==> config.mk <==
export PLATFORM = sky130hd
export DESIGN_NAME = job_dispatcher_flat
export DESIGN_NICKNAME = d
export VERILOG_FILES = /design/src/rtl/job_dispatcher_if.sv /design/src/rtl/job_dispatcher.sv /design/src/flat_wrapper.sv
export SDC_FILE = /design/constraint.sdc
export NUM_CORES = 1
export LEC_CHECK = 0
export ABC_AREA = 1
export CAP_MARGIN = 40
export CORE_UTILIZATION = 37
export CTS_CLUSTER_SIZE = 20
export DETAILED_ROUTE_END_ITERATION = 6
export SYNTH_ARGS = -nofsm -noshare
export SYNTH_HDL_FRONTEND = slang
export SYNTH_SLANG_ARGS = --single-unit
==> constraint.sdc <==
create_clock -name clk -period 4.3 [get_ports clk]
set_input_delay 1.075 -clock clk [delete_from_list [all_inputs] [get_ports clk]]
set_output_delay 1.075 -clock clk [all_outputs]
set_load 0.005 [all_outputs]
==> src/rtl/job_dispatcher_if.sv <==
// Request and controller handshake bundle for job_dispatcher.
// The master side is the request source plus controller. The slave side is the dispatcher.
interface job_dispatcher_if #(
  parameter int DEPTH = 4,
  parameter int ID_W  = 4,
  parameter int CNT_W = 8
);
  localparam int LW = $clog2(DEPTH) + 1;

  logic            req_valid;
  logic [ID_W-1:0] req_id;
  logic            req_ready;
  logic            start;
  logic            done;
  logic [ID_W-1:0] job_id;
  logic            busy;
  logic [LW-1:0]   fifo_level;
  logic [CNT_W-1:0] job_count;
  logic            timeout_err;

  modport master (
    output req_valid, req_id, done,
    input  req_ready, start, job_id, busy, fifo_level, job_count, timeout_err
  );

  modport slave (
    input  req_valid, req_id, done,
    output req_ready, start, job_id, busy, fifo_level, job_count, timeout_err
  );
endinterface

==> src/rtl/job_dispatcher.sv <==
// Job FIFO plus issue FSM. Each job gets one start pulse, and the next job waits for done.
// Optional watchdog: define DISPATCH_TIMEOUT_EN to abandon jobs after TIMEOUT_CYC cycles in S_WAIT.
module job_dispatcher #(
  parameter int DEPTH       = 4,
  parameter int ID_W        = 4,
  parameter int CNT_W       = 8,
  parameter int TIMEOUT_CYC = 16
) (
  input  logic           clk,
  input  logic           reset,
  job_dispatcher_if.slave bus
);
  localparam int AW = $clog2(DEPTH);
  localparam int LW = AW + 1;

  generate
    if (DEPTH < 2 || (DEPTH & (DEPTH - 1)) != 0 || TIMEOUT_CYC < 1) begin : g_bad_param
      $error("job_dispatcher: DEPTH must be a power of two >= 2, TIMEOUT_CYC >= 1");
    end
  endgenerate

  typedef enum logic [1:0] {S_IDLE, S_ISSUE, S_WAIT} state_e;

  state_e           state_q, state_d;
  logic [ID_W-1:0]  mem_q [DEPTH];
  logic [AW-1:0]    wr_ptr_q, rd_ptr_q;
  logic [LW-1:0]    level_q;
  logic [ID_W-1:0]  id_q, id_d;
  logic [CNT_W-1:0] cnt_q, cnt_d;
  logic             full, empty, push, pop, expire, terr;

  assign full  = (level_q == LW'(DEPTH));
  assign empty = (level_q == '0);
  assign push  = bus.req_valid && !full;

  // FIFO storage has no reset. The pointers and level alone define which entries are valid.
  always_ff @(posedge clk) begin
    if (push) mem_q[wr_ptr_q] <= bus.req_id;
  end

  always_ff @(posedge clk or posedge reset) begin
    if (reset) begin
      wr_ptr_q <= '0;
      rd_ptr_q <= '0;
      level_q  <= '0;
    end else begin
      if (push) wr_ptr_q <= wr_ptr_q + 1'b1;
      if (pop)  rd_ptr_q <= rd_ptr_q + 1'b1;
      case ({push, pop})
        2'b10:   level_q <= level_q + 1'b1;
        2'b01:   level_q <= level_q - 1'b1;
        default: level_q <= level_q;
      endcase
    end
  end

`ifdef DISPATCH_TIMEOUT_EN
  localparam int TW = $clog2(TIMEOUT_CYC + 1);
  logic [TW-1:0] tmo_cnt_q;
  logic          terr_q;

  // A done that arrives in the expiry cycle wins, so expiry requires !done.
  assign expire = (state_q == S_WAIT) && !bus.done && (tmo_cnt_q == TW'(TIMEOUT_CYC - 1));
  assign terr   = terr_q;

  always_ff @(posedge clk or posedge reset) begin
    if (reset) begin
      tmo_cnt_q <= '0;
      terr_q    <= 1'b0;
    end else begin
      if (state_q != S_WAIT) tmo_cnt_q <= '0;
      else if (!expire)      tmo_cnt_q <= tmo_cnt_q + 1'b1;
      if (expire) terr_q <= 1'b1;
    end
  end
`else
  assign expire = 1'b0;
  assign terr   = 1'b0;
`endif

  always_ff @(posedge clk or posedge reset) begin
    if (reset) begin
      state_q <= S_IDLE;
      id_q    <= '0;
      cnt_q   <= '0;
    end else begin
      state_q <= state_d;
      id_q    <= id_d;
      cnt_q   <= cnt_d;
    end
  end

  always_comb begin
    state_d = state_q;
    id_d    = id_q;
    cnt_d   = cnt_q;
    pop     = 1'b0;
    case (state_q)
      S_IDLE: begin
        if (!empty) begin
          pop     = 1'b1;
          id_d    = mem_q[rd_ptr_q];
          state_d = S_ISSUE;
        end
      end
      S_ISSUE: state_d = S_WAIT;
      S_WAIT: begin
        if (bus.done || expire) begin
          if (bus.done) cnt_d = cnt_q + 1'b1;
          if (!empty) begin
            pop     = 1'b1;
            id_d    = mem_q[rd_ptr_q];
            state_d = S_ISSUE;
          end else begin
            state_d = S_IDLE;
          end
        end
      end
      default: state_d = S_IDLE;
    endcase
  end

  assign bus.req_ready   = !full;
  assign bus.start       = (state_q == S_ISSUE);
  assign bus.busy        = (state_q != S_IDLE);
  assign bus.job_id      = id_q;
  assign bus.fifo_level  = level_q;
  assign bus.job_count   = cnt_q;
  assign bus.timeout_err = terr;
endmodule

==> src/flat_wrapper.sv <==
// flat-port wrapper written by rule: the top's interface ports become plain ports
module job_dispatcher_flat 
#(
  parameter int DEPTH       = 4,
  parameter int ID_W        = 4,
  parameter int CNT_W       = 8,
  parameter int TIMEOUT_CYC = 16
)
  (clk, reset, bus_req_valid, bus_req_id, bus_done, bus_req_ready, bus_start, bus_job_id, bus_busy, bus_fifo_level, bus_job_count, bus_timeout_err);
  job_dispatcher_if #(.DEPTH(DEPTH), .ID_W(ID_W), .CNT_W(CNT_W)) bus_i ();
  input  logic clk;
  input  logic reset;
  input wire logic [$bits(bus_i.req_valid)-1:0] bus_req_valid;
  input wire logic [$bits(bus_i.req_id)-1:0] bus_req_id;
  input wire logic [$bits(bus_i.done)-1:0] bus_done;
  output wire logic [$bits(bus_i.req_ready)-1:0] bus_req_ready;
  output wire logic [$bits(bus_i.start)-1:0] bus_start;
  output wire logic [$bits(bus_i.job_id)-1:0] bus_job_id;
  output wire logic [$bits(bus_i.busy)-1:0] bus_busy;
  output wire logic [$bits(bus_i.fifo_level)-1:0] bus_fifo_level;
  output wire logic [$bits(bus_i.job_count)-1:0] bus_job_count;
  output wire logic [$bits(bus_i.timeout_err)-1:0] bus_timeout_err;
  assign bus_i.req_valid = bus_req_valid;
  assign bus_i.req_id = bus_req_id;
  assign bus_i.done = bus_done;
  assign bus_req_ready = bus_i.req_ready;
  assign bus_start = bus_i.start;
  assign bus_job_id = bus_i.job_id;
  assign bus_busy = bus_i.busy;
  assign bus_fifo_level = bus_i.fifo_level;
  assign bus_job_count = bus_i.job_count;
  assign bus_timeout_err = bus_i.timeout_err;
  job_dispatcher #(.DEPTH(DEPTH), .ID_W(ID_W), .CNT_W(CNT_W), .TIMEOUT_CYC(TIMEOUT_CYC)) u_core (.clk(clk), .reset(reset), .bus(bus_i));
endmodule
## Word-level counts from Yosys, hierarchy flattened

Memory sizes are Yosys's and may differ from the RTL's.
Cells that the tools add are included.

| storage, ports and cells | value |
|---|---|
| bits in registers | 21 |
| bits in latches | 0 |
| RAM bits | 16 |
| memory bits (read-only) | 0 |
| output and inout port bits | 19 |
| memories | 1 |

Memories:

| memory | depth | width | rd ports | clocked after Yosys merged registers in | write ports | line | RTL |
|---|---|---|---|---|---|---|---|
| u_core.mem_q | 4 | 4 | 1 | 0 | 1 | job_dispatcher.sv:25 | `logic [ID_W-1:0] mem_q [DEPTH];` |

| cells by class | value |
|---|---|
| add/subtract/negate cells | 5 |
| $mul | 0 |
| div/mod/pow operators | 0 |
| order comparisons | 0 |
| equality and inequality tests | 7 |
| shifts and indexed selects | 0 |
| muxes and demuxes | 13 |
| bitwise gates (word level) | 0 |
| reduce and logical (&&, ||, !) cells | 10 |

Operator list:

| operator | count |
|---|---|
| 8-bit by 1-bit adder with 8-bit output, second input constant | 1 |
| 4-bit two-way mux | 2 |
| 4-bit one-hot mux with 2 select lines | 1 |
| 2-bit one-hot mux with 3 select lines | 1 |
| 3-bit one-hot mux with 2 select lines | 1 |
| 2-bit AND reduction | 3 |
| 2-bit nonzero test | 3 |
| 1-bit two-way mux | 5 |
| 2-bit by 1-bit adder with 2-bit output, second input constant | 2 |
| 2-bit by 1-bit == test with 1-bit output, second input constant | 2 |
| 2-bit == test, second input constant | 2 |
| 2-bit two-way mux | 2 |
| 2-bit != test, second input constant | 2 |
| 3-bit by 1-bit adder with 3-bit output, second input constant | 1 |
| 3-bit == test, second input constant | 1 |
| 3-bit logical NOT | 1 |
| 3-bit by 1-bit subtractor with 3-bit output, second input constant | 1 |
| 2-bit logical NOT | 1 |
| 1-bit one-hot mux with 2 select lines | 1 |
| 1-bit logical AND | 1 |
| 1-bit logical NOT | 1 |

## Depth between registers and ports, before layout

| depth | value |
|---|---|
| depth in word-level cells | 6 |
| mapped depth | 10 |

## Least setup slack after synthesis

No wires, ideal clock.

| timing | value |
|---|---|
| path kind | input-to-reg |
| start point | input port bus_done |
| end point | register u_core.level_q[2] (netlist: u_core.bus.fifo_level[2]) |
| arrival | 2.343 ns |
| required time | 4.221 ns |
| setup slack | 1.878 ns |
| cell stages on the path | 8 |
| path buffers | 0 |
| path through | o21ai_2 nor2_4 ha_1 inv_1 fa_1 or2_2 nand2_1 xor2_1 |

| between the ends | value |
|---|---|
| longest elaborated chain between the ends | 4 |
| elaborated cells on any way between the ends | 6 |
| those cells by class | 2 x eq/ne; 3 x mux; 1 x reduce/logical |

Ends and longest elaborated chain:

| element | line | RTL |
|---|---|---|
| start: declaration | flat_wrapper.sv:15 | `input wire logic [$bits(bus_i.done)-1:0] bus_done;` |
| 1-bit two-way mux * | job_dispatcher.sv:108 | `if (bus.done \|\| expire) begin` |
| 1-bit one-hot mux with 2 select lines * | job_dispatcher.sv:98 | `case (state_q)` |
| via u_core.pop | job_dispatcher.sv:30 | `logic full, empty, push, pop, expire, terr;` |
| 2-bit by 1-bit == test with 1-bit output or 2-bit == test (tied branches) | job_dispatcher.sv:49 | `case ({push, pop})` |
| 3-bit one-hot mux with 2 select lines or 2-bit nonzero test (tied branches) | n/a |  |
| end signal: assignment | job_dispatcher.sv:50 | `2'b10: level_q <= level_q + 1'b1;` |
| end signal: assignment | job_dispatcher.sv:51 | `2'b01: level_q <= level_q - 1'b1;` |
| end signal: assignment | job_dispatcher.sv:52 | `default: level_q <= level_q;` |
| end: declaration | job_dispatcher.sv:27 | `logic [LW-1:0] level_q;` |

The timed path passes the listed nets; every way through them passes the cells marked *.
A chain may end at the register's enable or synchronous reset.

## Final worst setup path

Same ends and word-level chain as after synthesis.

==> results.md <==
* Outcome: finished, final reports clean
* Resized Gates After CTS at 0
* Global Route Usage Sum at 13.7%
* Worst skew pair latency at 0.28 ns
* Count of cell types in the netlist at 26
* Port Buf Inserts at 25
* Yosys top cell area share at 30.5%
* Slew @ Worst Pin at 0.819 ns
* Mux share of post-synthesis cell area at 0%
* Synth Area in Compound Gates at 6.32%
* Iteration count of the initial detailed-routing pass at 4
* Syn Nets at 185
* Tcrit/Tclk final at 68.1%
* Post-route DRC violation count at 0
* Overall die height at 70.2 um
* Crit path arrival time at 3.13 ns
* Internal power at 877 uW
* Setup TNS at 0 ns
* Worst-path fanout max at 6
* Post-CTS Setup Inserts at 0
* Worst-path cell chain: clkdlybuf4s50_1 > o21ai_2 > nor2_4 > ha_1 > inv_1 > fa_1 > or2_2 > nand2_1 > xor2_1
* Clk buf depth at 2
* Placed insts at 245
* Largest net degree at the start of global routing at 22
* Crit end category: flop
* Initial Util at 39.0%
* Crit path max-delay family: buffers and inverters
* CTS tree: done
* Clock Sinks at 37
* GP Congestion at 0.757
* Post-synth ARST share at 56.8%
* Comb power frac at 40.7%
* Hold violation total from the final report at 0
* Dominant cells by area after synthesis: dfrtp_1 (31%), edfxtp_1 (28%), nand2_1 (7.2%), inv_1 (5.2%), ha_1 (4.4%)
* Wire per inst at 12.2 um
* Syn avg cell area at 10.1 um^2
* H-tree levels at 2
* Routing usage on met2 at 23.6%
* Max VDD drop at 0.000391 V
* Area delta synth->final at 22.7%
* Sw frac at 37.9%
* Antenna Violating Nets Remaining at 0
* Finished Layout Cells at 253
* Synth Area in Simple Gates at 19.0%
* Die width at 70.2 um
* Slew Limit Fails at 0
* Post-DP HPWL at 2.35 mm
* GRT busiest layer: met2
* First DRT Iteration DRCs at 39
* Clock-pin slew on the worst setup and hold paths at 0.08 ns
* Worst min-delay path class: flop to flop
* Final setup fails at 0
* Slowest CP cell: clkdlybuf4s50_1
* RSZ-0062 raised after global routing: false
* Clock Power Share at 17.2%
* # hold bufs at CTS at 0
* Met3 track demand over resource at 3.46%
* Slew HR at 45.3%
* Synth Flop Type: dfrtp_1
* Xor and xnor area share after synthesis at 3.56%
* Synth top cells by count: nand2_1 (33), inv_1 (24), dfrtp_1 (21), edfxtp_1 (16), nor2_1 (12)
* Highest Clock Rate at 342 MHz
* Std cell rows at 24
* Root buf cell: clkbuf_8
* Worst path bufs/invs at 2
* Reg power frac at 42.1%
* Psw at 535 uW
* Largest area contributor in the netlist: dfrtp_1
* Leak at 0.000937 uW
* I/O pins at 27
* Final min period at 2.93 ns
* Remaining Overflow, GRT at 0
* Via/cell ratio at 4.78
* Main combinational cell family by area after synthesis: simple AND/OR/NAND/NOR gates
* Fin Clk Skew at 0.00373 ns
* Worst EP required at 4.51 ns
* Critical Path Max Stage Delay at 0.59 ns
* Core Area at 4410 um^2
* Share of layout cells above drive strength 1 at 12.4%
* Antenna Cells at 0
* Sequential element share of the synthesized area at 58.4%
* Power density cells at 668 nW/um^2
* Hold Startpoint: u_core.bus.job_id[3]
* Synthesized flop and latch total at 37
* Adder-cell share of the synthesized area at 5.52%
* Num CTS Buffers at 5
* Routed via count at 1209
* Launch point of the worst reg-to-reg path: u_core.bus.fifo_level[1]
* Maxcap violations at 0
* GRT met1 Usage at 16.7%
* EDFF count, synth at 16
* Nets at 215
* Antenna violations before repair at 0
* Ys Warns at 0
* WL final at 3.10 mm
* First-pass GRT wire length at 5.23 mm
* Syn Std Cell Area at 1720 um^2
* Setup CP Type: input port to flop
* Most frequent cell after synthesis: nand2_1
* Mapped Cells at 170
* Setup crit start: bus_done
* Vias in the first global route at 1162
* Startpoint type of the worst setup path: input port
* Total die area at 4930 um^2
[per-layer routing]
layer | vias up | wire length [um]
li1 | 597 | -
met1 | 581 | 1380
met2 | 27 | 1570
met3 | 4 | 121
met4 | 0 | 33
met5 | - | 0
[area by class of cell]
cell class                 count  area (um^2)
fill                         410         2300
sequential                    37         1010
multi-input combinational    103          597
timing repair buffer          25          250
inverter                      28          105
clock buffer                   5         68.8
tap                           52         65.1
clock inverter                 3         21.3
[worst register-to-register path, cell delays in order, from the launching register on]
cell and delay (ns):
dfrtp_1 0.37, inv_1 0.10, nand3_2 0.12, inv_1 0.09, nor2_4 0.17, ha_1 0.17
inv_1 0.06, fa_1 0.38, or2_2 0.30, nand2_1 0.08, xor2_1 0.16
[sequential cells by signal, indices dropped and copies added (netlist names)]
signal and count:
u_core.rd_ptr_q 2, u_core.bus.fifo_level 3, u_core.bus.job_count 8, u_core.wr_ptr_q 2
u_core.mem_q 16, u_core.state_q 2, u_core.bus.job_id 4
[path summary, 6_finish.rpt]
kind,end,slack (ns),depth (start not counted)
max,u_core.bus.fifo_level[2],1.37,9
min,u_core.bus.job_id[3],0.49,2
max reg2reg,u_core.bus.fifo_level[2],2.23,10
min reg2reg,u_core.bus.job_id[3],0.49,2
max in group asynchronous,u_core.bus.job_count[7],2.54,2
min in group asynchronous,u_core.wr_ptr_q[0],1.25,2
[per-stage QoR]
stage | area [um^2] | setup slack (ns) | util, % | hold slack [ns] | total power, uW
global route | 2110 | 1.27 | 47.9 | 0.526 | 1530
global placement | 2020 | 1.17 | 45.8 | 0.477 | 1150
CTS | 2110 | 1.37 | 47.9 | 0.499 | 1430
floorplan | 1720 | 1.88 | - | 0.472 | 944
finish | 2110 | 1.37 | 47.9 | 0.495 | 1410
detailed placement | 2020 | 1.05 | 45.8 | 0.481 | 1190
[kinds of logic after synthesis]
group,Yosys count
AO/OA/AOI/OAI,21
XOR/XNOR,7
adder cells (fa/ha/maj),7
buffers and inverters,30
flip-flops,37
other,1
AND/OR/NAND/NOR,67
[cell usage in the layout, fill, tap and decap left out, drive strengths merged]
cell type	Yosys	final
nand2	37	37
inv	28	29
clkdlybuf4s50	0	25
dfrtp	21	21
nor2	17	17
edfxtp	16	16
o21ai	12	12
nand3	10	10
a21oi	9	9
ha	6	6
clkbuf	0	5
xor2	4	4
xnor2	3	3
nand4	1	1
or2	1	1
nand3b	1	1
fa	1	1
conb	1	1
clkinv	0	1
clkinvlp	0	1
[power by group through the flow]
stage	logic, uW	clock network [uW]	registers (uW)
2_1_floorplan	367	0	576
3_3_place_gp	553	0	595
3_5_place_dp	586	0	600
4_1_cts	586	250	594
5_1_grt	656	262	610
6_report	575	242	594
No activity file was read; power rests on OpenSTA's default activity.
